`src/rtl/shift_issue_buffer.sv`:
```
// shift_issue_buffer: reservation buffer for shift micro-ops; define SHIFT_BUFFER_POP_BYPASS_EN for same-cycle reuse of a popped slot when full
module shift_issue_buffer #(
  parameter int DEPTH = 4,
  parameter int DW    = 64
) (
  input  logic                       CLK,
  input  logic                       RST,
  input  logic                       flush,
  input  logic                       dispat_push,
  input  logic [DW-1:0]              dispat_info,
  output logic                       buffer_full,
  output logic [$clog2(DEPTH):0]     buffer_count,
  input  logic                       shift_buffer_pop,
  input  logic [$clog2(DEPTH)-1:0]   shift_buffer_pop_index,
  output logic [DEPTH-1:0]           shift_buffer_malloc,
  output logic [DW*DEPTH-1:0]        shift_issue_info
);
  localparam int AW = $clog2(DEPTH);
  localparam int CW = AW + 1;
  logic [DEPTH-1:0] malloc_q, malloc_d;
  logic [CW-1:0]    count_q, count_d;
  logic [DW-1:0]    info_q [DEPTH];
  logic [AW-1:0]    free_idx, tgt;
  logic             pop_ok, push_ok;
  assign pop_ok = shift_buffer_pop & malloc_q[shift_buffer_pop_index];
`ifdef SHIFT_BUFFER_POP_BYPASS_EN
  assign buffer_full = (&malloc_q) & ~pop_ok;
  assign tgt         = (&malloc_q) ? shift_buffer_pop_index : free_idx;
`else
  assign buffer_full = &malloc_q;
  assign tgt         = free_idx;
`endif
  assign push_ok = dispat_push & ~buffer_full;
  // lowest-index free slot, scanning high to low so the lowest one wins
  always_comb begin
    free_idx = '0;
    for (int i = DEPTH - 1; i >= 0; i--)
      if (!malloc_q[i]) free_idx = AW'(i);
  end
  // next allocation bitmap and count; a pop then push of the same slot leaves it allocated
  always_comb begin
    malloc_d = malloc_q;
    if (pop_ok) malloc_d[shift_buffer_pop_index] = 1'b0;
    if (push_ok) malloc_d[tgt] = 1'b1;
    malloc_d = flush ? '0 : malloc_d;
    count_d  = flush ? '0 : count_q + CW'(push_ok) - CW'(pop_ok);
  end
  // state registers; info is retained on flush and only written on an accepted push
  always_ff @(posedge CLK or posedge RST) begin
    if (RST) begin
      malloc_q <= '0;
      count_q  <= '0;
      for (int i = 0; i < DEPTH; i++) info_q[i] <= '0;
    end else begin
      malloc_q <= malloc_d;
      count_q  <= count_d;
      if (push_ok && !flush) info_q[tgt] <= dispat_info;
    end
  end
  assign shift_buffer_malloc = malloc_q;
  assign buffer_count        = count_q;
  for (genvar g = 0; g < DEPTH; g++) begin : g_info
    assign shift_issue_info[DW*g +: DW] = info_q[g];
  end
endmodule

```
`config.mk`:
```
export PLATFORM = sky130hd
export DESIGN_NAME = shift_issue_buffer
export DESIGN_NICKNAME = d
export VERILOG_FILES = /design/src/rtl/shift_issue_buffer.sv
export SDC_FILE = /design/constraint.sdc
export NUM_CORES = 1
export LEC_CHECK = 0
export CORE_UTILIZATION = 45
export CTS_CLUSTER_DIAMETER = 30
export DETAILED_ROUTE_END_ITERATION = 12
export PLACE_DENSITY = 0.87
export SETUP_SLACK_MARGIN = 0.4
export SYNTH_ARGS = -nofsm -noshare
export SYNTH_HDL_FRONTEND = slang
export SYNTH_SLANG_ARGS = --single-unit
export TNS_END_PERCENT = 30
```
`constraint.sdc`:
```
create_clock -name CLK -period 11.8 [get_ports CLK]
set_clock_uncertainty 0.05 [all_clocks]
set_input_delay 2.36 -clock CLK [delete_from_list [all_inputs] [get_ports CLK]]
set_output_delay 2.36 -clock CLK [all_outputs]
set_load 0.02 [all_outputs]
```
After elaboration in Yosys (flattened, before gate mapping)
Cells that the tools add are included. W data, S select, Z words.

$lt $le $gt $ge: 6. Reduce and logical (&&, ||, !) cells: 6. $add $sub $neg: 2. Mux-type cells: 17. Bitwise gates (word level): 7.

Operators by type and width (count): $bwmux W256 (1); $demux W64 S2 (1); $mux W64 (1); $mux W4 (3); $mux W2 (4); $lt A2 B3 Y1 const B (2); $and A4 B4 Y4 (1); $demux W1 S2 (2); $ge A2 B1 Y1 const B (2); $logic_and A1 B1 Y1 (4); $not A4 Y4 (1); $or A4 B4 Y4 (1); $reduce_and A4 Y1 (1); $add A3 B1 Y3 (1); $ge A3 B3 Y1 const B (1); $lt A3 B1 Y1 const B (1); $mux W1 (3); $mux W3 (1); $not A2 Y3 (1); $sub A3 B1 Y3 (1); $and A1 B1 Y1 (2); $bmux W1 S2 (1); $logic_not A1 Y1 (1); $not A1 Y1 (1).

Input bits: 71. Output and inout port bits: 264. Register bits: 263.

Longest topological paths before layout
Gate-level depths: netlist of run 1.

Depth after elaboration: 11. Gate-level depth with buffers: 9.

Least setup slack after synthesis of run 1
OpenSTA, ideal clock, no wires.

Kind: input to register. Start point: input port shift_buffer_pop_index[0]. End point: register count_q[2] (netlist: buffer_count[2]). Setup time: 0.119 ns. Required time: 11.631 ns. Data arrival time: 4.025 ns. Path slack: 7.606 ns. Cell stages on the path: 9. Path through: mux4_2 -> and2_1 -> ha_1 -> inv_1 -> ha_1 -> inv_1 -> fa_1 -> xnor2_1 -> nor2_1.

Word-level cells in the longest chain between the ends: 5.

RTL lines: from (decl) (line 14) `input logic [$clog2(DEPTH)-1:0] shift_buffer_pop_index,`; $bmux W1 S2 (line 25) `assign pop_ok = shift_buffer_pop & malloc_q[shift_buffer_pop_index];`; $mux W1 (implied by the code) (line 25); $and A1 B1 Y1 (line 25); $sub A3 B1 Y3 (line 46) `count_d = flush ? '0 : count_q + CW'(push_ok) - CW'(pop_ok);`; $mux W3 (line 46); net count_d[2] (line 21) `logic [CW-1:0] count_q, count_d;`; to (signal assigned) (line 56) `count_q <= count_d;`; to (decl) (line 21).

The timed path passes the listed nets, and every way through them passes these cells. The select of a mux whose other input is x is not followed. A chain may end at the register's enable or synchronous reset.

==> results of run 1 <==
[power by group]
group / total [W] / leakage, nW / switching (W) / internal [W]
clock: 0.00148 / 0.866 / 0.000447 / 0.00103
sequential: 0.00113 / 3.35 / 0.0000814 / 0.00105
combinational: 0.000733 / 2.61 / 0.000351 / 0.000382
total: 0.00335 / 6.83 / 0.000880 / 0.00247
[final timing paths]
check	from	endpoint	slack, ns	cells past startpoint
min	shift_issue_info[229]$_DFFE_PP0P_	shift_issue_info[229]$_DFFE_PP0P_	0.43	1
max	RST	shift_issue_info[179]$_DFFE_PP0P_	7.12	4
max reg2reg	shift_buffer_malloc[0]$_DFF_PP0_	shift_issue_info[180]$_DFFE_PP0P_	9.22	4
min in group asynchronous	RST	shift_issue_info[213]$_DFFE_PP0P_	2.33	2
max in group CLK	flush	shift_issue_info[180]$_DFFE_PP0P_	7.24	5
min reg2reg	shift_issue_info[229]$_DFFE_PP0P_	shift_issue_info[229]$_DFFE_PP0P_	0.43	1
[through the flow]
| step | hold slack (ns) | instance area, sq um |
|---|---|---|
| final | 0.431 | 15300 |
| after global routing | 0.445 | 15300 |
| after CTS | 0.436 | 15300 |
| after detailed placement | 0.424 | 13500 |
| after global placement | 0.416 | 13500 |
| after floorplan | 0.559 | 10000 |
[cell families (layout without fill, tap and decap cells)]
kind of cell | Yosys count | in the layout | synth area share
compound gates | 3 | 3 | 0.00262
xor+xnor | 2 | 2 | 0.00175
mux | 257 | 257 | 0.290
buf+inv | 32 | 434 | 0.0322
flops | 263 | 263 | 0.656
simple gates | 17 | 17 | 0.0133
fa+ha+maj | 3 | 3 | 0.00449
[cell usage in the layout, fill, tap and decap left out, types with 2 or more instances in the layout]
cell type / instances
clkdlybuf4s50_1: 334
nor2_1: 3
nand3b_1: 2
dfrtp_1: 263
clkbuf_8: 9
bufinv_16: 10
inv_1: 3
buf_4: 7
mux2_1: 49
a31o_2: 3
ha_1: 2
clkinv_2: 7
clkbuf_1: 5
mux2_2: 207
clkbuf_16: 49
inv_6: 4
clkinvlp_4: 4
[state kept, by name, indices dropped and copies added (netlist names)]
| register | flops |
|---|---|
| shift_buffer_malloc | 4 |
| shift_issue_info | 256 |
| buffer_count | 3 |
[final cells by class]
| type | count | area, sq um | share of cell area |
|---|---|---|---|
| clock buffer | 63 | 1370 | 0.0896 |
| clock inverter | 26 | 409 | 0.0268 |
| sequential | 263 | 6580 | 0.431 |
| tap | 280 | 350 | 0.0229 |
| timing repair buffer | 341 | 3400 | 0.222 |
| multi-input combinational | 282 | 3150 | 0.206 |
| inverter | 4 | 22.5 | 0.00147 |
[synth_stat cells, types with 2 or more instances]
cell type	instances	area, sq um
mux2_1	49	552
buf_4	7	52.6
a31o_2	3	26.3
dfrtp_1	263	6580
mux2_2	207	2330
buf_12	5	100
nor2_1	4	15.0
nand3b_1	2	15.0
ha_1	2	25.0
inv_1	4	15.0
buf_6	12	135
buf_2	4	20.0
[metal layers]
metal / vias up / share of wire
met5: - / 0.00051
met4: 2 / 0.034
met3: 61 / 0.073
met2: 244 / 0.51
met1: 3279 / 0.38
li1: 2798 / -
[critical path: cells and delay by family]
family                 cells  cell delay, ns
buffers and inverters      4            2.72
==> results.py, run 1 <==
metrics = {
    "run_status": {
        "status": "completed",
    },
    "power": {
        "ir_worst_vdd_mv": 0.168,
        "total_power_w": 0.00335,
        "p_per_area_nw_per_um2": 219,
        "leakage_nw": 6.83,
    },
    "min_path": {
        "hold_path.class": "flip-flop to flip-flop",
    },
    "clock_tree": {
        "cts_resized": 0,
        "clk_latency_ns": 0.52,
        "postCtsSetupRepairBufs": 0,
        "clock_sinks": 263,
        "cts_root_buffer": "clkbuf_16",
        "numCtsBuffers": 48,
        "cts_buffer_depth": 3,
        "clk_transition_reported_paths_ns": 0.05,
        "cts_tree": "yes",
        "postCtsHoldBufs": 0,
        "h-tree-depth": 2,
    },
    "setup_path": {
        "worst-path-max-fanout": 122,
        "worst_path_max_delay_cell": "buf_4",
        "critPathMaxStageDelay_ns": 0.88,
        "crit_type": "input pin to async pin",
        "path_common_cell": "buf_4",
        "worstPathArrival_ns": 5.19,
        "cp_cell_sequence": "clkdlybuf4s50_1, inv_8, buf_4, buf_4",
        "worst-endpoint-required_ns": 12.30,
        "endpoint_kind": "async pin",
        "worstSetupStartpointType": "input pin",
    },
    "synthesis": {
        "synthFlopType": "dfrtp_1",
        "synthCells": 577,
        "synth-seq-cells": 263,
        "synth.avg_cell_area_sq_um": 17.4,
        "ys_types": 27,
        "synth_edf_count": 0,
        "synth_nets": 651,
        "ys_seq_area_frac": 0.656,
        "synth_area_sq_um": 10000,
        "synthArstFlopShare": 1.00,
        "yosysWarnings": 0,
    },
    "global_route": {
        "antenna_found_initial": 1,
        "met2_usage": 0.382,
        "grt_pass1_wl_mm": 38.9,
        "grtUsageMet1": 0.258,
        "grt-busiest-layer": "met2",
        "grt_max_degree": 123,
        "grt_pass1_vias": 6979,
        "use_met3": 0.0681,
        "gr-usage-all-layers": 0.223,
        "grt-ovfl-total": 0,
    },
    "sta": {
        "hold_viol": 0,
        "max_freq_mhz": 214,
        "setup_ws_ns": 7.12,
        "fin_crit_ns": 4.68,
        "setup_viol": 0,
        "drv_slew": 0,
        "setup_tns_ns": 0,
        "fin_crit_sh": 0.397,
        "max_slew_margin": 0.309,
        "rsz0062_at_grt": "no",
        "tightest_slew_ns": 1.04,
    },
    "floorplanning": {
        "dieHeight_um": 151,
        "start_util": 0.460,
        "io_pins": 335,
        "core_area_sq_um": 21800,
        "dieArea_sq_um": 22900,
        "row_count": 54,
        "die_x_um": 151,
    },
    "layout": {
        "final_util": 0.700,
        "area_growth_pct": 52.3,
        "num-fill-cells": 1409,
        "layout-drive-gt1-share": 0.315,
        "nets": 1014,
        "n_antenna_cell": 0,
        "fin_cells": 1259,
    },
    "routing": {
        "drt_iter0_markers": 126,
        "vias_per_cell": 5.07,
        "vias": 6384,
        "wl_mm": 25.7,
        "first_pass_iters": 3,
        "drc": 0,
        "wire_per_inst_um": 20.4,
        "ant_nets": 0,
    },
    "place": {
        "post-place-ws_ns": 6.37,
        "gp_routability_congestion": 0.772,
        "dp.cells": 1170,
        "port_buffers": 334,
        "post-dp-hpwl_mm": 16.3,
    },
    "run": {
        "cap_viol_max_count": 0,
    },
}
No activity file was read; power rests on OpenSTA's default activity.
==> inputs of run 2 (changes only) <==
==> constraint.sdc (replaced) <==
create_clock -name CLK -period 4.8 [get_ports CLK]
set_clock_uncertainty 0.05 [all_clocks]
set_input_delay 0.96 -clock CLK [delete_from_list [all_inputs] [get_ports CLK]]
set_output_delay 0.96 -clock CLK [all_outputs]
set_load 0.02 [all_outputs]
==> results.py, run 2 (same netlist as run 1, synthesis figures left out) <==
metrics = {
    "run": {
        "cap_viol_max_count": 0,
    },
    "routing": {
        "vias": 6410,
        "first_pass_iters": 4,
        "drc": 0,
        "vias_per_cell": 5.04,
        "wl_mm": 25.6,
        "ant_nets": 0,
        "drt_iter0_markers": 143,
        "wire_per_inst_um": 20.2,
    },
    "place": {
        "post-dp-hpwl_mm": 16.4,
        "port_buffers": 334,
        "placed_area_sq_um": 13600,
        "gp_routability_congestion": 0.730,
        "dp.cells": 1173,
    },
    "floorplanning": {
        "row_count": 54,
        "dieArea_sq_um": 22900,
        "dieHeight_um": 151,
        "io_pins": 335,
        "core_area_sq_um": 21800,
        "start_util": 0.460,
        "die_x_um": 151,
    },
    "setup_path": {
        "cp_cell_sequence": "and4_1, clkdlybuf4s50_1",
        "worstPathArrival_ns": 1.99,
        "critPathMaxStageDelay_ns": 0.66,
        "worst_path_max_delay_cell": "clkdlybuf4s50_1",
        "worst-endpoint-required_ns": 3.79,
        "worst-path-max-fanout": 8,
        "endpoint_kind": "output pin",
        "crit_type": "flip-flop to output pin",
        "worstSetupStartpointType": "flip-flop",
    },
    "sta": {
        "max_slew_margin": 0.622,
        "drv_slew": 0,
        "fin_crit_ns": 3.00,
        "setup_tns_ns": 0,
        "max_freq_mhz": 333,
        "rsz0062_at_grt": "no",
        "hold_viol": 0,
        "setup_viol": 0,
        "tightest_slew_ns": 0.567,
        "fin_crit_sh": 0.625,
    },
    "clock_tree": {
        "clk_transition_reported_paths_ns": 0.05,
        "cts_tree": "yes",
        "cts_resized": 0,
        "cts_buffer_depth": 3,
        "postCtsHoldBufs": 0,
        "clk_latency_ns": 0.54,
        "cts_root_buffer": "clkbuf_16",
        "clock_sinks": 263,
        "postCtsSetupRepairBufs": 0,
        "h-tree-depth": 2,
        "numCtsBuffers": 52,
    },
    "global_route": {
        "grt_pass1_wl_mm": 38.9,
        "grt_pass1_vias": 7009,
        "gr-usage-all-layers": 0.223,
        "grt-ovfl-total": 0,
        "grt_max_degree": 107,
        "antenna_found_initial": 0,
    },
    "layout": {
        "mostFrequentLayoutCells": "clkdlybuf4s50_1 (334), dfrtp_1 (263), mux2_2 (207)",
        "nets": 1021,
        "area_growth_pct": 54.2,
        "largest_reg_flops": 256,
        "layout-drive-gt1-share": 0.322,
        "num-fill-cells": 1387,
        "final_common_cell": "clkdlybuf4s50_1",
        "final-seq-area_sq_um": 6580,
        "fin_cells": 1271,
        "final_util": 0.709,
        "multi_input_area_sq_um": 3150,
        "fin_area_sq_um": 15500,
    },
    "min_path": {
        "hold_path.class": "flip-flop to flip-flop",
    },
    "power": {
        "p_per_area_nw_per_um2": 542,
        "ir_worst_vdd_mv": 0.390,
        "leakage_nw": 6.89,
    },
    "run_status": {
        "status": "completed",
    },
}
run 2: cell type report:
| class | count | share of cell area |
|---|---|---|
| clock inverter | 28 | 0.0260 |
| sequential | 263 | 0.425 |
| antenna | 1 | 0.000162 |
| tap | 280 | 0.0226 |
| clock buffer | 69 | 0.0960 |
| inverter | 4 | 0.00121 |
| multi-input combinational | 282 | 0.204 |
| timing repair buffer | 344 | 0.225 |
run 2: per-stage QoR:
step / hold slack [ns] / total power [W] / setup slack, ns
6_report: 0.429 / 0.00838 / 1.80
5_1_grt: 0.451 / 0.00869 / 1.72
4_1_cts: 0.435 / 0.00847 / 1.76
3_5_place_dp: 0.425 / 0.00463 / 1.33
3_3_place_gp: 0.416 / 0.00458 / 1.35
2_1_floorplan: 0.559 / 0.00365 / 0.320
run 2: worst paths after layout:
path / from / slack, ns / endpoint / depth (start not counted)
worst min register to register: shift_issue_info[230]$_DFFE_PP0P_ / 0.43 / shift_issue_info[230]$_DFFE_PP0P_ / 1
worst max-delay path: shift_buffer_malloc[0]$_DFF_PP0_ / 1.80 / buffer_full / 2
worst max register to register: shift_buffer_malloc[0]$_DFF_PP0_ / 2.40 / buffer_count[2]$_DFF_PP0_ / 9
worst min-delay path: shift_issue_info[230]$_DFFE_PP0P_ / 0.43 / shift_issue_info[230]$_DFFE_PP0P_ / 1
max in group asynchronous: RST / 3.27 / shift_issue_info[12]$_DFFE_PP0P_ / 3
min in group asynchronous: RST / 0.93 / shift_issue_info[168]$_DFFE_PP0P_ / 3
run 2: power by group:
group / internal, W / leakage, nW / total (W) / switching (W)
registers: 0.00259 / 3.35 / 0.00279 / 0.000199
clock network: 0.00260 / 0.905 / 0.00378 / 0.00118
logic: 0.000943 / 2.64 / 0.00181 / 0.000870
total: 0.00613 / 6.89 / 0.00838 / 0.00225
run 2: worst max-delay path, delay by kind of cell, from the launching register on:
family	cells	cell delay, ns
buffers and inverters	1	0.66
flip-flops	1	0.53
AND/OR/NAND/NOR	1	0.26
run 2: layer usage:
metal / GRT usage / wire length, um / up-vias
li1: - / - / 2812
met1: 0.262 / 9750 / 3263
met2: 0.366 / 12700 / 275
met3: 0.0804 / 2280 / 60
met4: 0.100 / 861 / 0
met5: 0 / 0 / -
